--- src/rtl/rx_packet_sequencer.sv ---
// Receive packet sequencer: hunts for a preamble, locks symbol timing, checks the
// access address and streams header, payload and CRC bits with framing pulses.
module rx_packet_sequencer #(
  parameter int SAMPLE_RATE   = 16,
  parameter int MAX_AA_ERRORS = 0,
  parameter int CRC_BITS      = 24
) (
  input  logic        i_clk,
  input  logic        i_resetn,
  input  logic        i_en,
  input  logic        i_data_bit,
  input  logic        i_preamble_detected,
  input  logic [31:0] i_access_addr,
  input  logic        i_abort,
  output logic        o_det_en,
  output logic        o_busy,
  output logic        o_bit_strobe,
  output logic        o_bit_out,
  output logic [7:0]  o_pdu_length,
  output logic        o_pkt_start,
  output logic        o_pkt_done,
  output logic        o_aa_error
);

  // state     | meaning
  // S_SEARCH  | idle, preamble detector enabled
  // S_ACCESS  | sampling and checking the 32 access-address bits
  // S_HEADER  | streaming 16 header bits, length byte captured from bits 8..15
  // S_PAYLOAD | streaming payload and CRC bits until the remaining count expires
  typedef enum logic [1:0] {S_SEARCH, S_ACCESS, S_HEADER, S_PAYLOAD} state_t;

  localparam int              PH_W    = $clog2(SAMPLE_RATE);
  localparam logic [PH_W-1:0] PH_LAST = PH_W'(SAMPLE_RATE - 1);
  localparam logic [PH_W-1:0] PH_ONE  = PH_W'(1);
  localparam logic [5:0]      MAX_AA  = 6'(MAX_AA_ERRORS);
  localparam logic [15:0]     CRC16   = 16'(CRC_BITS);

  state_t          r_state, w_state_nx;
  logic [PH_W-1:0] r_ph, w_ph_nx;
  logic [4:0]      r_bc, w_bc_nx;
  logic [5:0]      r_mc, w_mc_nx;
  logic [15:0]     r_rem, w_rem_nx;
  logic [7:0]      r_len, w_len_nx;
  logic            r_busy, w_busy_nx;
  logic            r_strobe, w_strobe_nx;
  logic            r_bit_out, w_bit_out_nx;
  logic            r_start, w_start_nx;
  logic            r_done, w_done_nx;
  logic            r_aa_err, w_aa_err_nx;

  logic            w_sample;
  logic            w_mis;
  logic [5:0]      w_mc_inc;
  logic [7:0]      w_len_shift;

  assign w_sample    = i_en && (r_ph == PH_LAST);
  assign w_mis       = i_data_bit ^ i_access_addr[r_bc];
  assign w_mc_inc    = r_mc + {5'd0, w_mis};
  assign w_len_shift = {i_data_bit, r_len[7:1]};

  always_comb begin
    w_state_nx   = r_state;
    w_ph_nx      = r_ph;
    w_bc_nx      = r_bc;
    w_mc_nx      = r_mc;
    w_rem_nx     = r_rem;
    w_len_nx     = r_len;
    w_bit_out_nx = r_bit_out;
    w_strobe_nx  = 1'b0;
    w_start_nx   = 1'b0;
    w_done_nx    = 1'b0;
    w_aa_err_nx  = 1'b0;

    if (i_abort) begin
      w_state_nx = S_SEARCH;
    end else if (i_en) begin
      if (r_state != S_SEARCH) begin
        w_ph_nx = w_sample ? '0 : r_ph + PH_ONE;
      end
      case (r_state)
        S_SEARCH: begin
          if (i_preamble_detected) begin
            w_state_nx = S_ACCESS;
            w_ph_nx    = '0;
            w_bc_nx    = '0;
            w_mc_nx    = '0;
          end
        end
        S_ACCESS: begin
          if (w_sample) begin
            w_mc_nx = w_mc_inc;
            // Reject as soon as the tolerance is exceeded rather than at bit 31.
            if (w_mc_inc > MAX_AA) begin
              w_state_nx  = S_SEARCH;
              w_aa_err_nx = 1'b1;
            end else if (r_bc == 5'd31) begin
              w_state_nx = S_HEADER;
              w_start_nx = 1'b1;
              w_bc_nx    = '0;
            end else begin
              w_bc_nx = r_bc + 5'd1;
            end
          end
        end
        S_HEADER: begin
          if (w_sample) begin
            w_strobe_nx  = 1'b1;
            w_bit_out_nx = i_data_bit;
            if (r_bc[3]) w_len_nx = w_len_shift;
            if (r_bc == 5'd15) begin
              w_state_nx = S_PAYLOAD;
              w_rem_nx   = ({8'd0, w_len_shift} << 3) + CRC16;
            end else begin
              w_bc_nx = r_bc + 5'd1;
            end
          end
        end
        S_PAYLOAD: begin
          if (w_sample) begin
            w_strobe_nx  = 1'b1;
            w_bit_out_nx = i_data_bit;
            w_rem_nx     = r_rem - 16'd1;
            if (r_rem <= 16'd1) begin
              w_done_nx  = 1'b1;
              w_state_nx = S_SEARCH;
            end
          end
        end
        default: w_state_nx = S_SEARCH;
      endcase
    end
    w_busy_nx = (w_state_nx != S_SEARCH);
  end

  always_ff @(posedge i_clk or negedge i_resetn) begin
    if (!i_resetn) begin
      r_state   <= S_SEARCH;
      r_ph      <= '0;
      r_bc      <= '0;
      r_mc      <= '0;
      r_rem     <= '0;
      r_len     <= '0;
      r_busy    <= 1'b0;
      r_strobe  <= 1'b0;
      r_bit_out <= 1'b0;
      r_start   <= 1'b0;
      r_done    <= 1'b0;
      r_aa_err  <= 1'b0;
    end else begin
      r_state   <= w_state_nx;
      r_ph      <= w_ph_nx;
      r_bc      <= w_bc_nx;
      r_mc      <= w_mc_nx;
      r_rem     <= w_rem_nx;
      r_len     <= w_len_nx;
      r_busy    <= w_busy_nx;
      r_strobe  <= w_strobe_nx;
      r_bit_out <= w_bit_out_nx;
      r_start   <= w_start_nx;
      r_done    <= w_done_nx;
      r_aa_err  <= w_aa_err_nx;
    end
  end

  assign o_det_en     = i_en & (r_state == S_SEARCH);
  assign o_busy       = r_busy;
  assign o_bit_strobe = r_strobe;
  assign o_bit_out    = r_bit_out;
  assign o_pdu_length = r_len;
  assign o_pkt_start  = r_start;
  assign o_pkt_done   = r_done;
  assign o_aa_error   = r_aa_err;

endmodule
--- config.mk ---
export PLATFORM = sky130hd
export DESIGN_NAME = rx_packet_sequencer
export DESIGN_NICKNAME = d
export VERILOG_FILES = /design/src/rtl/rx_packet_sequencer.sv
export SDC_FILE = /design/constraint.sdc
export NUM_CORES = 1
export LEC_CHECK = 0
export BUFFER_PORTS_ARGS = -buffer_cell sky130_fd_sc_hd__buf_2
export CORE_ASPECT_RATIO = 1.1
export CORE_MARGIN = 4
export CORE_UTILIZATION = 44
export CTS_CLUSTER_SIZE = 30
export DETAILED_ROUTE_END_ITERATION = 10
export SKIP_CTS_REPAIR_TIMING = 1
export SLEW_MARGIN = 15
export SYNTH_ARGS = -nofsm -noshare
export SYNTH_HDL_FRONTEND = slang
export SYNTH_SLANG_ARGS = --single-unit
--- constraint.sdc ---
create_clock -name i_clk -period 4.3 [get_ports i_clk]
set_clock_uncertainty 0.2 [all_clocks]
set_input_delay 0.86 -clock i_clk [delete_from_list [all_inputs] [get_ports i_clk]]
set_output_delay 0.86 -clock i_clk [all_outputs]
set_load 0.1 [all_outputs]
==> results, run 1 <==
- The clock passes through at most 2 buffers.
- For the worst setup path, the data arrival time is 3940 ps.
- The net switching power is 0.256 mW.
- Summed over all cells, the static leakage comes to 1.63 nW.
- The violation count after the first detailed-route iteration is 122.
- Summed over all failing endpoints, the final setup total negative slack is 0 ps.
- Clock-pin slew was measured on the worst setup and hold paths at 90 ps.
- The tightest min-delay check is of the reg -> reg type.
- Synthesis handed over a netlist of 335 instances.
- Setup repair after global routing left no endpoint under its margin.
- The flip-flop cell with the highest count after synthesis is dfrtp_1.
- The cell family contributing the most delay on the critical path is compound AO/OA/AOI/OAI gates.
- Ranked by total cell area, the synthesized netlist is headed by dfrtp_1 38%, ha_1 5.6%, o21ai_0 4.5%.
- The clock network latency to the later pin of the worst-skew pair is 300 ps.
- For this configuration, the core starts out at a cell density of 46.2%.
- The maximum achievable frequency is 253 MHz.
- The total grt overflow is 0.
- The post-synthesis cell type count is 64.
- The die area is 0.00850 mm2.
- The die is 96.3 um tall.
- After synthesis the netlist holds a flip-flop and latch count of 47.
- Yosys printed 0 warnings.
- The cell type with the highest aggregate area in the netlist is dfrtp_1.
- The number of buffer cells added on primary ports is 52.
- A synthesized cell averages 9.31 um2.
- The horizontal die dimension is 88.3 um.
- Synthesis produced a netlist with a net count of 387.
- The number of global-route vias before repair came to 2,725.
- The final hold violation count is 0.
- The number of clock sinks seen by CTS is 47.
- The area share of the largest cell type after synthesis is 37.7%.
- The critical path goes through buf_2 -> mux4_1 -> mux4_2 -> nand2_1 -> nand3_2 -> xor2_1 -> ha_1 -> ha_1 -> o21bai_1 -> o221ai_2 -> o31a_1 -> or2_4 -> o41ai_1.
- The critical path's slowest cell is mux4_1.
- The core area is 0.00675 mm2.
- The congestion estimate from routability-driven global placement came to 0.809.
- The slew at the pin closest to its max-slew limit is 816 ps.
- The remaining antenna violation count after routing is 0.
- The worst-case setup margin in the final layout is 349 ps.
- The longest individual stage delay on the worst path is 490 ps.
- The global router's overall resource usage is 18.9%.
- The time the worst path needs with I/O delays and setup is 3950 ps.
- The initial antenna violation count came to 0.
- The worst setup path is of the in -> reg kind.
- At the worst endpoint, the required time is 4290 ps.
- The number of antenna diodes in the final layout is 0.
- The final layout contains routed wiring with a total length of 7.37 mm.
- The fraction of registers with async set or reset after synthesis is 100%.
- From synthesis to final layout, the design area changed by 14.0%.
- The endpoint type of the worst setup path is a register.
- The post-route fraction of the period consumed by the critical path is 91.9%.
- The relative contribution of the clock network to total power is 30.7%.
- The switching part of the total power is 29.1%.
- The tool flagged a number of max-cap violations equal to 0.
- The max-slew violation count is 0.
- The remaining max-slew budget at the tightest pin is 45.6%.
- The final net count is 439.
- The routed layout has 2,750 vias.
- The total power divided by cell area is 248 mW/mm2.
- In this design, the critical path's most frequently occurring cell is ha_1.
- The number of enable flip-flop cells after synthesis is 0.
- The clock tree from TritonCTS is yes.
- The number of search-and-repair iterations in the first detailed-routing pass is 4.
- The worst setup path is launched from an input pin.
- The depth of the CTS H-tree is 2.
- Timing analysis after detailed placement gives a worst setup slack of 47.8 ps.
- Counting both buffers and inverters, the worst setup path holds a total of 1.
- Per report_power, the combinational group accounts for 16.0% of the total.
- The flow ran to the end, and the final reports show no timing, DRC or antenna violations.
- The wire length of the first global-routing pass is 12.8 mm.
- The highest net fanout along the worst path is 6.
- Setup violations remaining at the end of the flow were counted as 0.
- After detailed routing, the number of remaining DRC violations is 0.
- The internal power summed over all cells is 0.626 mW.
- In this run the clock root is driven by a clkbuf_8.
- During I/O placement, the number of pins put on the boundary was 53.
- The wire length per cell is 15.7 um.
- In this run the cell area of the synthesized design comes to 0.00312 mm2.
- Of the total power, registers draw 53.2%.
- Detailed placement ended at an HPWL of 5.41 mm.
- Sequential elements use 37.7% of the synthesized area.
- The detailed-route vias per instance is 5.85.
- Entering global routing, the biggest net connects 48 pins.
- In this run the core area contains 31 standard-cell rows.
- The total clock buffers created by CTS is 5.
- The maximum VDD drop is 0.151 mV.
- Of the cells placed in the final design, the portion with a size suffix greater than 1 is 22.9%.
layer usage:
metal	GRT usage (%)	vias up	share of wire [%]
met5	0	-	0
met4	5.04	0	1.2
met3	3.00	7	3.8
met2	30.2	57	46
met1	26.5	1334	49
li1	-	1352	-
synthesized netlist by cell type (6+ instances only):
master,number
a21oi_1,16
o21ai_0,28
nor2_1,22
mux2i_1,11
nor4_1,6
inv_1,13
mux2_2,9
nand4_1,6
ha_1,14
nand2_1,29
dfrtp_1,47
nand3_1,15
nor3_1,13
clkbuf_1,8
final timing paths:
| kind | cells after the start | startpoint | slack [ps] | endpoint |
|---|---|---|---|---|
| max | 13 | i_access_addr[5] | 350 | r_bc[3] |
| min | 1 | o_pdu_length[0] | 310 | o_pdu_length[0] |
| max reg2reg | 12 | r_bc[0] | 420 | r_bc[3] |
| min reg2reg | 1 | o_pdu_length[0] | 310 | o_pdu_length[0] |
| max in group asynchronous | 1 | i_resetn | 3130 | o_bit_out |
| min in group asynchronous | 1 | i_resetn | 360 | r_mc[4] |
metrics by stage:
step                      hold WS [ps]  power (mW)  instance area (um2)  utilization [%]  std cells
after floorplan                    256       0.567                 3120                -        335
after global placement             272       0.618                 3460             51.3        462
after detailed placement           289       0.621                 3460             51.3        462
after CTS                          316       0.897                 3550             52.6        470
after global routing               350       0.931                 3550             52.7        470
final                              308       0.882                 3550             52.7        470
flip-flops by register name, summed over array words and instances, names as in the netlist, 2 cells and up:
| name | flops |
|---|---|
| o_pdu_length | 8 |
| r_bc | 5 |
| r_mc | 6 |
| r_ph | 4 |
| r_rem | 16 |
| r_state | 2 |
placed cells by master, fill, tap and decap left out, drive strengths merged, types with 6 or more instances in the layout:
cell type	synthesis	final
a21oi	16	16
buf	4	57
dfrtp	47	47
ha	14	14
inv	13	13
mux2	9	9
mux2i	11	11
nand2	29	29
nand3	16	16
nand4	6	6
nor2	22	22
nor3	14	14
nor4	7	7
o21ai	28	28
power groups by stage:
stage / Clock, mW / Combinational (mW) / Sequential [mW]
after floorplan: 0 / 0.0866 / 0.481
after global placement: 0 / 0.140 / 0.478
after detailed placement: 0 / 0.142 / 0.478
after CTS: 0.284 / 0.143 / 0.469
after global routing: 0.299 / 0.160 / 0.472
final: 0.271 / 0.141 / 0.470
cell families after synthesis:
| kind of cell | Yosys count | synth area share (%) |
|---|---|---|
| multiplexers | 25 | 10.6 |
| AO/OA/AOI/OAI | 88 | 18.7 |
| XOR/XNOR | 9 | 2.53 |
| buffers and inverters | 26 | 3.49 |
| AND/OR/NAND/NOR | 126 | 21.4 |
| flip-flops | 47 | 37.7 |
| adder cells (fa/ha/maj) | 14 | 5.62 |
area by class of cell:
class / count / area, um2
sequential: 47 / 1180
timing repair buffer: 57 / 300
clock buffer: 5 / 68.8
tap: 82 / 103
multi-input combinational: 262 / 1830
inverter: 14 / 52.6
clock inverter: 3 / 20.0
fill: 653 / 3190
No activity file was read; power rests on OpenSTA's default activity.
==> inputs of run 2 (changes only) <==
--- a/config.mk
+++ b/config.mk
@@ -7,10 +7,11 @@
 export LEC_CHECK = 0
 export BUFFER_PORTS_ARGS = -buffer_cell sky130_fd_sc_hd__buf_2
 export CORE_ASPECT_RATIO = 1.1
-export CORE_MARGIN = 4
+export CORE_MARGIN = 5
 export CORE_UTILIZATION = 44
 export CTS_CLUSTER_SIZE = 30
 export DETAILED_ROUTE_END_ITERATION = 10
+export REMOVE_ABC_BUFFERS = 1
 export SKIP_CTS_REPAIR_TIMING = 1
 export SLEW_MARGIN = 15
 export SYNTH_ARGS = -nofsm -noshare
==> run 2 against run 1 <==
Against the previous run:
- register-to-register slack about the same
- maximum frequency up 0.59%
- largest cell class unchanged
- sequential power about the same
- global-route usage down 1.8 points
- non-clock buffer count down 1
- worst hold slack worse by 4.8 ps
- largest power group unchanged
==> results, run 2 (synthesis gave the netlist of run 1 again) <==
- The pin count of the biggest net entering global routing is 48 (unchanged).
- The horizontal die dimension is 90.3 um (+2.3%).
- The data arrival time of the worst path is 3920 ps (-20 ps).
- The register with the highest flop count is r_rem.
- The clock network latency to the later pin of the worst-skew pair is 300 ps (about the same).
- The initial antenna violation count was 0 (unchanged).
- The CTS clock-pin slew for the worst setup and hold paths is 80 ps (about the same).
- Setup repair after global routing left no endpoint under its margin.
- The total power divided by cell area was 249 mW/mm2 (+0.17%).
- The number of top-level design ports is 53 (unchanged).
- The total grt overflow is 0 (unchanged).
- The endpoint type of the worst setup path is a register.
- The total clock buffers created by CTS was 5 (unchanged).
- The slew at the pin closest to its max-slew limit came to 874 ps (+58.0 ps).
- The number of cells after detailed placement is 464 (+0.43%).
- The number of flip-flops under the largest register name was 16 (unchanged).
- The wire length of the first global-routing pass came to 12.8 mm (about the same).
- The post-route non-filler standard cell count was 471 (+0.21%).
- The remaining max-slew budget at the tightest pin is 41.7% (-3.9 points).
- The vias after detailed routing was 2,719 (-1.1%).
- The time the worst path needs with I/O delays and setup came to 3930 ps (-23.3 ps).
- The max-slew violation count is 0 (unchanged).
- The die extent in y came to 98.3 um (+2.1%).
- The final net count came to 438 (-0.23%).
- The worst-case setup margin in the final layout is 373 ps (+23.3 ps).
- The final hold violation count is 0 (unchanged).
- Leaving out fill and tap cells, the most frequent cells in the layout are 51 x buf_2, 47 x dfrtp_1, 29 x nand2_1.
- The remaining antenna violation count after routing is 0 (unchanged).
- The max-capacitance violation count is 0 (unchanged).
- In this run the worst hold path is classified as reg -> reg.
- TritonCTS built the clock tree.
- The depth of the CTS H-tree is 2 (unchanged).
- The maximum achievable frequency is 255 MHz (+0.59%).
- The setup TNS is 0 ps (unchanged).
- The cell sitting at the root of the clock tree is a clkbuf_8.
- STA classifies the critical path startpoint as an input pin.
- The worst min-delay path startpoint is r_mc[0].
- The post-route fraction of the period consumed by the critical path was 91.3% (-0.54 points).
- The number of clock sinks seen by CTS was 47 (unchanged).
- The number of search-and-repair iterations in the first detailed-routing pass is 4 (unchanged).
- The number of diodes added for antenna fixing was 0 (unchanged).
- The core area is 0.00697 mm2 (+3.2%).
- The detailed-route vias per instance is 5.77 (-1.3%).
- The number of setup violations in the final report came to 0 (unchanged).
- The data required time at the worst endpoint is 4290 ps (about the same).
- The most frequent standard cell in the layout excluding fill and tap cells is buf_2.
- The half-perimeter wire length after placement is 5.48 mm (+1.2%).
- The total leakage power came to 1.63 nW (+0.13%).
- Tracing the worst setup path back leads to its startpoint at i_access_addr[5].
- The die area is 0.00887 mm2 (+4.4%).
- The share of cells above drive strength 1 was 22.5% (-0.40 points).
- The worst setup path category is in -> reg.
- The number of buffer cells added on primary ports came to 52 (unchanged).
- The number of global-route vias before repair was 2,648 (-2.8%).
- The highest net fanout along the worst path is 6 (unchanged).
- The growth of design area from synthesis to finish is 13.8%.
- The violation count after the first detailed-route iteration is 83 (-32%).
- The global router's overall resource usage is 17.0% (-1.8 points).
- The maximum VDD drop is 0.123 mV (-19%).
- The effective utilization at floorplan was 44.8% (-1.4 points).
- The final weighted congestion in routability-driven placement came to 0.837 (+3.5%).
- The source of the worst register-to-register timing path is r_bc[0].
- The final routed DRC violation total is 0 (unchanged).
- The run finished with clean final reports.
- The final routed wirelength across all metal layers is 7.21 mm (-2.2%).
- The wire length per cell was 15.3 um (-2.4%).
- The worst setup timing slack at the placement stage came to 61.6 ps (+13.8 ps).
- The number of standard-cell rows in the floorplan is 32 (+3.2%).
- The number of buffers on the longest clock path is 2 (unchanged).
==> run 2: routing by layer <==
| metal | up-vias | routed length [um] | GRT usage, % | share of wire [%] |
|---|---|---|---|---|
| met4 | 0 | 111 | 4.81 | 1.5 |
| met3 | 10 | 257 | 3.16 | 3.6 |
| met5 | - | 0 | 0 | 0 |
| li1 | 1356 | - | - | - |
| met1 | 1298 | 3100 | 21.7 | 43 |
| met2 | 55 | 3740 | 29.4 | 52 |
==> run 2: metrics by stage <==
stage               instance area [um2]  utilization, %  power [mW]  hold WS [ps]
global placement                   3460            49.7       0.614           276
floorplan                          3060               -       0.565           256
detailed placement                 3460            49.7       0.616           285
CTS                                3550            50.9       0.890           304
global route                       3550            51.0       0.931           329
finish                             3550            51.0       0.882           303
==> run 2: critical path: stages <==
cell and delay (ps):
buf_2 90, mux4_1 490, mux4_2 450, nand2_1 90
nand3_2 80, xor2_1 140, ha_1 210, ha_1 230
o21bai_1 220, o221ai_2 170, o31a_1 360, or2_4 290
o41ai_1 240
==> run 2: area by class of cell <==
type                            count  area [um2]
Multi-Input combinational cell    262        1830
Clock inverter                      1        5.00
Clock buffer                        6        82.6
Sequential cell                    47        1180
Tap cell                           85         106
Inverter                           14        52.6
Timing Repair Buffer               56         293
Fill cell                         676        3420
==> run 2: path summary, 6_finish.rpt <==
path	to	cells after the start	slack (ps)
max	r_bc[3]	13	370
min	r_mc[0]	2	300
max reg2reg	r_bc[3]	12	430
min reg2reg	r_mc[0]	2	300
max in group asynchronous	r_state[0]	1	3130
min in group asynchronous	r_rem[6]	1	360
==> run 2: power by group <==
group	internal, mW	switching (mW)
clock	0.127	0.149
sequential	0.454	0.0142
combinational	0.0545	0.0833
==> inputs of run 3 (changes only) <==
--- a/config.mk
+++ b/config.mk
@@ -5,12 +5,13 @@
 export SDC_FILE = /design/constraint.sdc
 export NUM_CORES = 1
 export LEC_CHECK = 0
-export BUFFER_PORTS_ARGS = -buffer_cell sky130_fd_sc_hd__buf_2
+export BUFFER_PORTS_ARGS = -buffer_cell sky130_fd_sc_hd__clkbuf_2
 export CORE_ASPECT_RATIO = 1.1
 export CORE_MARGIN = 5
 export CORE_UTILIZATION = 44
 export CTS_CLUSTER_SIZE = 30
 export DETAILED_ROUTE_END_ITERATION = 10
+export PLACE_DENSITY = 0.74
 export REMOVE_ABC_BUFFERS = 1
 export SKIP_CTS_REPAIR_TIMING = 1
 export SLEW_MARGIN = 15
==> run 3 against run 2 <==
Against the previous run:
- via count grew 0.40%
- cell count shrank 0.21%
- flip-flop and latch count is the same
- routed wire length grew 1.1%
- sequential share of layout area is essentially flat
- global-route usage grew 0.18 points
- sequential power is essentially flat
- worst hold slack lost 43 ps
- utilization grew 0.13 points
- highest routed layer unchanged
- critical path depth shrank 1
- critical path type is now reg -> reg
- total power grew 6.3%
- cell area grew 0.25%
==> results, run 3 (synthesis gave the netlist of run 1 again) <==
- The total power divided by cell area is 264 mW/mm2 (+6.0%).
- The remaining antenna violation count after routing is 0 (unchanged).
- The worst-case reg-to-reg path depth is 12 (unchanged).
- The data required time at the worst endpoint is 4300 ps (about the same).
- The max-capacitance violation count is 0 (unchanged).
- The data arrival time of the worst path is 4000 ps (+80 ps).
- The root buffer selected by CTS is clkbuf_8.
- The initial antenna violation count is 0 (unchanged).
- The post-route fraction of the period consumed by the critical path is 92.9% (+1.6 points).
- The number of clock sinks seen by CTS came to 47 (unchanged).
- The min-delay analysis places its worst path in the category in -> async.
- The global router's overall resource usage is 17.2% (+0.18 points).
- The share of power burned in combinational logic is 14.7% (-0.9 points).
- The total grt overflow is 0 (unchanged).
- The vias after detailed routing is 2,730 (+0.40%).
- The number of diodes added for antenna fixing was 0 (unchanged).
- The most frequent standard cell in the layout excluding fill and tap cells is clkbuf_2.
- The switching part of the total power is 27.3% (-0.68 points).
- The core area is 0.00697 mm2 (unchanged).
- The remaining max-slew budget at the tightest pin is 27.0% (-15 points).
- The maximum VDD drop is 0.150 mV (+22%).
- The relative contribution of the clock network to total power is 35.3% (+4.0 points).
- The max-slew violation count is 0 (unchanged).
- The endpoint type of the worst setup path is a register.
- The time the worst path needs with I/O delays and setup came to 4000 ps (+68.5 ps).
- The final routed wirelength across all metal layers was 7.29 mm (+1.1%).
- The number of flip-flops under the largest register name is 16 (unchanged).
- The clock tree from TritonCTS is yes.
- The final-layout worst hold slack came to 260 ps (-43.2 ps).
- The violation count after the first detailed-route iteration is 123 (+48%).
- The CTS clock-pin slew for the worst setup and hold paths is 90 ps (about the same).
- The die extent in y is 98.3 um (unchanged).
- The final core area utilization came to 51.1% (+0.13 points).
- The final hold violation count is 0 (unchanged).
- The number of global-route vias before repair is 2,764 (+4.4%).
- The maximum achievable frequency is 250 MHz (-1.7%).
- The run finished with clean final reports.
- The share of cells above drive strength 1 is 22.6% (+0.059 points).
- The detailed-route vias per instance is 5.81 (+0.62%).
- The final routed DRC violation total was 0 (unchanged).
- The die area came to 0.00887 mm2 (unchanged).
- By startpoint and endpoint, the worst setup path is classified as reg -> reg.
- The setup TNS came to 0 ps (unchanged).
- The total clock buffers created by CTS was 5 (unchanged).
- The number of buffers on the longest clock path was 2 (unchanged).
- The half-perimeter wire length after placement was 5.54 mm (+1.1%).
- The net switching power is 0.256 mW (+3.7%).
- The post-route non-filler standard cell count came to 470 (-0.21%).
- The sequential share of power came to 50.1% (-3.0 points).
- The final weighted congestion in routability-driven placement is 0.864 (+3.2%).
- The slew at the pin closest to its max-slew limit is 1090 ps (+213 ps).
- The number of cells after detailed placement is 462 (-0.43%).
- The number of standard-cell rows in the floorplan came to 32 (unchanged).
- The pin count of the biggest net entering global routing is 32 (-33%).
- The clock network latency to the later pin of the worst-skew pair was 310 ps (about the same).
- The number of setup violations in the final report is 0 (unchanged).
- The number of buffer cells added on primary ports is 52 (unchanged).
- The wire length per cell is 15.5 um (+1.3%).
- STA classifies the critical path startpoint as a register.
- From synthesis to final layout, the design area changed by 14.1%.
- The register with the highest flop count is r_rem.
- The number of top-level design ports came to 53 (unchanged).
- The wire length of the first global-routing pass was 12.9 mm (+1.0%).
- The final net count came to 436 (-0.46%).
- The total leakage power is 1.63 nW (-0.19%).
- The depth of the CTS H-tree was 2 (unchanged).
- The horizontal die dimension came to 90.3 um (unchanged).
- The highest net fanout along the worst path is 13 (+7).
- The library cells used most frequently in the layout, excluding fill and tap cells, are 52 x clkbuf_2, 46 x dfrtp_1, 29 x nand2_1.
- The effective utilization at floorplan is 44.8% (unchanged).
- The total placed instance area is 0.00344 mm2 (-0.43%).
- The internal power summed over all cells is 0.682 mW (+7.3%).
- The number of search-and-repair iterations in the first detailed-routing pass came to 4 (unchanged).
- The final instance area was 0.00356 mm2 (+0.25%).
- Setup repair after global routing left no endpoint under its margin.
run 3: changes by cell type in the layout (fill, tap and decap cells not counted), sizes merged:
cell / previous run / this run
buf: 56 / 2
bufinv: 0 / 1
clkbuf: 6 / 57
clkinv: 2 / 3
run 3: critical path: stages, from the launching register on:
cell      delay, ps
dfrtp_2         530
mux4_1          590
mux4_2          450
nand2_1          90
nand3_2          80
xor2_1          140
ha_1            210
ha_1            290
nor2_1          210
o221ai_2        190
o31a_1          380
or2_4           290
o41ai_1         230
run 3: path summary, 6_finish.rpt:
check	slack [ps]	from	end
min reg2reg	300	r_mc[0]	r_mc[0]
min in group i_clk	300	r_mc[0]	r_mc[0]
max	300	r_bc[0]	r_bc[3]
min	260	i_resetn	r_rem[4]
max in group asynchronous	2870	i_resetn	r_bc[0]
max reg2reg	300	r_bc[0]	r_bc[3]
run 3: cell type report:
cell class / count / area (um2)
Multi-Input combinational cell: 262 / 1830
Timing Repair Buffer: 54 / 275
Clock buffer: 5 / 68.8
Inverter: 14 / 52.6
Fill cell: 681 / 3410
Sequential cell: 47 / 1180
Clock inverter: 3 / 43.8
Tap cell: 85 / 106
run 3: power by group through the flow:
stage	Sequential, mW	Combinational, mW	Clock [mW]
detailed placement	0.478	0.139	0
CTS	0.470	0.139	0.339
floorplan	0.482	0.0836	0
global route	0.472	0.155	0.357
finish	0.470	0.137	0.331
global placement	0.478	0.134	0
run 3: layer usage:
layer	part of all wire (%)	up-vias	global-route usage [%]	routed length [um]
li1	-	1358	-	-
met2	49	69	28.9	3560
met4	1.8	0	5.84	129
met3	4.8	11	3.31	348
met1	45	1292	22.2	3250
met5	0	-	0	0
run 3: per-stage QoR:
| step | total power, mW | setup slack (ps) |
|---|---|---|
| CTS | 0.947 | 157 |
| global route | 0.985 | 32.1 |
| finish | 0.938 | 304 |
| detailed placement | 0.617 | -6.15 |
| floorplan | 0.565 | 327 |
| global placement | 0.611 | 154 |
